===== config.mk =====
export PLATFORM = sky130hd
export DESIGN_NAME = thread_scheduler
export DESIGN_NICKNAME = d
export VERILOG_FILES = /design/src/rtl/thread_scheduler.sv
export SDC_FILE = /design/constraint.sdc
export NUM_CORES = 1
export LEC_CHECK = 0
export ABC_CLOCK_PERIOD_IN_PS = 5880
export CAP_MARGIN = 20
export CORE_ASPECT_RATIO = 1.1
export CORE_UTILIZATION = 50
export CTS_CLUSTER_DIAMETER = 80
export CTS_CLUSTER_SIZE = 28
export DETAILED_ROUTE_END_ITERATION = 16
export HOLD_SLACK_MARGIN = 0.05
export PLACE_DENSITY = 0.72
export SYNTH_ARGS = -nofsm -noshare
export SYNTH_HDL_FRONTEND = slang
export SYNTH_SLANG_ARGS = --single-unit
export TNS_END_PERCENT = 100

===== constraint.sdc =====
create_clock -name clk -period 5.88 [get_ports clk]
set_input_delay 1.176 -clock clk [delete_from_list [all_inputs] [get_ports clk]]
set_output_delay 1.176 -clock clk [all_outputs]
set_load 0.005 [all_outputs]

===== src/rtl/thread_scheduler.sv =====
// Fine-grained multithreading issue scheduler: round-robin pick of the next
// fetch thread among eligible threads, with redirect hold windows and an exception fence.
module thread_scheduler #(
  parameter int N_THREADS = 8,
  parameter int TID_W     = $clog2(N_THREADS),
  parameter int HOLD      = 2
) (
  input  logic                 clk,
  input  logic                 rst,
  input  logic [N_THREADS-1:0] stalled,
  input  logic [N_THREADS-1:0] done,
  input  logic                 redirect_en,
  input  logic [TID_W-1:0]     redirect_thread,
  input  logic                 exc_en,
  input  logic [TID_W-1:0]     exc_thread,
  input  logic                 iret_en,
  output logic                 sched_valid,
  output logic [TID_W-1:0]     sched_thread,
  output logic                 exc_active,
  output logic [TID_W-1:0]     exc_master,
  output logic                 all_done
);

  localparam int HCW = $clog2(HOLD + 1);

  typedef enum logic {
    IDLE = 1'b0,
    EXC  = 1'b1
  } exc_state_t;

  exc_state_t           exc_state;
  exc_state_t           exc_state_next;
  logic [TID_W-1:0]     last;
  logic [HCW-1:0]       hold_cnt [N_THREADS];
  logic [N_THREADS-1:0] elig;
  logic                 pick_valid;
  logic [TID_W-1:0]     pick_thread;
  logic [TID_W-1:0]     cand;

  // The fence reads the registered exception state, so the pick made in the
  // same cycle as exc_en is still unfenced.
  always_comb begin
    elig = '0;
    for (int t = 0; t < N_THREADS; t++) begin
      elig[t] = ~stalled[t] & ~done[t] & (hold_cnt[t] == '0)
              & ~(redirect_en && (redirect_thread == TID_W'(t)))
              & (~exc_active | (exc_master == TID_W'(t)));
    end
  end

  always_comb begin
    pick_valid  = 1'b0;
    pick_thread = last;
    cand        = '0;
    for (int i = 1; i <= N_THREADS; i++) begin
      cand = last + TID_W'(i);
      if (!pick_valid && elig[cand]) begin
        pick_valid  = 1'b1;
        pick_thread = cand;
      end
    end
  end

  always_ff @(posedge clk) begin
    if (rst) begin
      sched_valid  <= 1'b0;
      sched_thread <= '0;
      last         <= TID_W'(N_THREADS - 1);
    end else begin
      sched_valid <= pick_valid;
      if (pick_valid) begin
        sched_thread <= pick_thread;
        last         <= pick_thread;
      end
    end
  end

  // A repeated redirect reloads the full window even if one is already running.
  always_ff @(posedge clk) begin
    if (rst) begin
      for (int t = 0; t < N_THREADS; t++) hold_cnt[t] <= '0;
    end else begin
      for (int t = 0; t < N_THREADS; t++) begin
        if (redirect_en && (redirect_thread == TID_W'(t))) begin
          hold_cnt[t] <= HCW'(HOLD);
        end else if (hold_cnt[t] != '0) begin
          hold_cnt[t] <= hold_cnt[t] - 1'b1;
        end
      end
    end
  end

  always_ff @(posedge clk) begin
    if (rst) exc_state <= IDLE;
    else     exc_state <= exc_state_next;
  end

  always_comb begin
    exc_state_next = exc_state;
    case (exc_state)
      IDLE:    if (exc_en)  exc_state_next = EXC;
      EXC:     if (iret_en) exc_state_next = IDLE;
      default: exc_state_next = IDLE;
    endcase
  end

  always_comb begin
    exc_active = (exc_state == EXC);
  end

  always_ff @(posedge clk) begin
    if (rst) begin
      exc_master <= '0;
      all_done   <= 1'b0;
    end else begin
      if ((exc_state == IDLE) && exc_en) exc_master <= exc_thread;
      all_done <= &done;
    end
  end

endmodule

==> key figures <==
Placement
  – Placed insts: 385
  – Port Buffers: 35
  – Final RePlAce weighted congestion: roughly 0.90
  – Place WS: roughly 1.6 ns
  – Dpl hpwl: 5057 um

Routing
  – Final ANT Viol Nets: 0
  – Met3 Wirelength: 341 um
  – Met2 WL post-DR: 3180 um
  – Vias per cell: 6.370
  – Highest routed metal layer: met4
  – Drt wl/cell: between 15 and 20 um
  – M1 wire length: 2961 um
  – Post-route DRC: 0
  – DR iter-0 viols: between 300 and 400
  – Drt total wl: 6686 um
  – 1st-pass router iterations: 4
  – Vias: 2478

Cells and area
  – Finished Layout Cells: 389
  – Share of cells above drive strength 1: 0.1239
  – FILL cells: 458
  – Area grow syn2layout: 16.37%
  – # diodes: 0
  – Fin util: 0.6126
  – Nets: between 300 and 400

STA
  – Slew headroom: 0.4529
  – Fmax: 234.6 MHz
  – Tmin final: between 4 and 5 ns
  – Post-route setup slack: 1.617 ns
  – Final Slew Violations: 0
  – Worst-Margin Slew: 0.8195 ns
  – Fin. Hold Viols: 0
  – # setup viols final: 0
  – Final period utilization: 0.7251
  – Setup TNS Final: 0 ns
  – Skew final: about 0.0029 ns
  – RSZ-0062 raised after global routing: no

Synth
  – Yosys reg bits: 28
  – Count of cell types in the netlist: 68
  – Syn. warnings: 0
  – Post-synth EDFFs: 16
  – Count leader, synth: nor2_1
  – Sequential element share of the synthesized area: 0.2702
  – Cell taking the most area after synthesis: edfxtp_1
  – Top cell type's share of synthesized area: 0.1801
  – Post-Syn Area: 2668 um^2
  – Commonest cells in the netlist: nor2_1 (53), inv_1 (21), nand2_1 (19)
  – Syn nets: between 300 and 400
  – Syn Area/Cell: 8.718 um^2
  – Synth Instances: around 300
  – Async set-or-reset flop fraction in the synthesized netlist: 0
  – Post-synth top flop: edfxtp_1
  – Area contributors post-synth: edfxtp_1 (18%), dfxtp_1 (9.0%), nor2_1 (7.5%)

Global routing
  – Global route overflow: 0
  – Initial antenna violation count: 0
  – Total GRT Usage: 0.2493
  – First-pass GRT wire length: 11070 um
  – Vias in the first global route: 2331
  – Largest net degree at the start of global routing: 36

Clock tree
  – Clk buf depth: 2
  – Worst skew pair latency: 0.29 ns
  – Post-CTS Setup Bufs: 0
  – CTS tree: yes
  – CTS Buf Count: 3
  – Post-CTS Resized: 0
  – Root buffer cell: clkbuf_8
  – H-tree Lvls: 1
  – TritonCTS Sinks: 28
  – Reg clk slew, reported paths: roughly 0.10 ns
  – Hold-fix buffers at CTS: 0

Flow run
  – Max-cap violations: 0

Power
  – Sequential share of power: 0.253
  – Pint: 0.8463 mW
  – Final Power: 1.520 mW
  – Combinational power share: 0.643
  – PD cells: around 490 nW/um^2
  – Worst VDD drop: 0.0001948 V
  – Switching share of power: 0.4434
  – Switch Pwr: 0.6741 mW
  – Leak: ~1.2 nW
  – Clock Power Share: 0.105

Critical path
  – Cell family with most CP delay: simple AND/OR/NAND/NOR gates
  – Worst path cell trace: inv_1, ha_1, or2_2, o22ai_1, a211oi_2, nor4_2, nand4b_4, a21oi_1, and3b_1, a221o_1
  – Highest fanout seen on the critical path: 23
  – Worst setup path class: register to register
  – Slowest stage cell, crit path: dfxtp_1
  – Crit path launch type: register
  – WP data arrival: 4.45 ns
  – Critical path buffers and inverters: 1
  – Slowest stage delay, CP: just under 0.9 ns
  – CP endpoint kind: register
  – Critical Path RT: 6.07 ns

Floorplan
  – I/O pin count: 36
  – Die Y: 78.61 um
  – Starting density of the core: 0.5264
  – Core Rows: 27
  – Die W: ~70 um
  – Die area: about 5600 um^2
  – Core box area: 5067 um^2

Min path
  – HP Class: register to register

Run status
  – Status: completed
-- worst min-delay path: stages, from the launching register on --
cell	delay [ns]
dfxtp_1	0.32
nand2_1	0.05
a211oi_1	0.06
-- area by class of cell --
class | count | area [um^2] | share of cell area
Multi-Input combinational cell | 240 | 1795 | 0.5784
Tap cell | 58 | 72.57 | 0.02338
Timing Repair Buffer | 36 | 357.8 | 0.1153
Inverter | 23 | 86.33 | 0.02781
Sequential cell | 28 | 720.7 | 0.2322
Clock inverter | 1 | 30.03 | 0.009674
Clock buffer | 3 | 41.29 | 0.01330
-- per-layer routing --
metal	vias to the layer above	GRT usage
met5	-	0
li1	1202	-
met4	0	0.09608
met2	100	0.4057
met3	21	0.03081
met1	1155	0.3352
-- registers in the layout, summed over array words and instances, names as in the netlist --
name	cells
all_done	1
exc_active	1
exc_master	3
hold_cnt	16
last	3
sched_thread	3
sched_valid	1
-- worst paths after layout --
kind	from	cells past startpoint	end	slack (ns)
hold reg to reg	sched_thread[1]$_SDFFE_PP0P_	2	sched_thread[1]$_SDFFE_PP0P_	0.47
setup reg to reg	last[0]$_SDFFE_PP1P_	10	sched_thread[0]$_SDFFE_PP0P_	1.62
setup / recovery	last[0]$_SDFFE_PP1P_	10	sched_thread[0]$_SDFFE_PP0P_	1.62
hold / removal	sched_thread[1]$_SDFFE_PP0P_	2	sched_thread[1]$_SDFFE_PP0P_	0.47
-- stage by stage --
step	cell area (um^2)	hold WS, ns
floorplan	2668	0.4609
global placement	3033	0.4658
detailed placement	3033	0.4651
CTS	3104	0.4814
global route	3104	0.5272
finish	3104	0.4744
-- power groups by stage --
stage | logic [mW] | registers [mW] | clock network [mW]
2_1_floorplan | 0.796 | 0.343 | 0
3_3_place_gp | 0.948 | 0.387 | 0
3_5_place_dp | 0.962 | 0.389 | 0
4_1_cts | 0.967 | 0.384 | 0.161
5_1_grt | 1.08 | 0.399 | 0.167
6_report | 0.977 | 0.384 | 0.159
-- cell usage in the layout, fill, tap and decap left out, types with 10 or more instances in the layout --
cell type        count
nor2_1              53
clkdlybuf4s50_1     35
inv_1               21
nand2_1             19
edfxtp_1            16
mux2i_1             13
a21oi_1             13
dfxtp_1             12
ha_1                10
-- cell families (layout without fill, tap and decap cells) --
group | Yosys count | count (layout) | share of synthesized area
xor gates and xnor gates | 3 | 3 | 0.009852
adders and majority gates | 10 | 10 | 0.04690
DFF | 28 | 28 | 0.2702
buffers and inverters | 38 | 63 | 0.05676
muxes | 20 | 20 | 0.1079
AOI/OAI and AO/OA | 66 | 66 | 0.1961
and+or+nand+nor | 141 | 141 | 0.3124
Note: power is estimated with default switching activity, not from simulation.
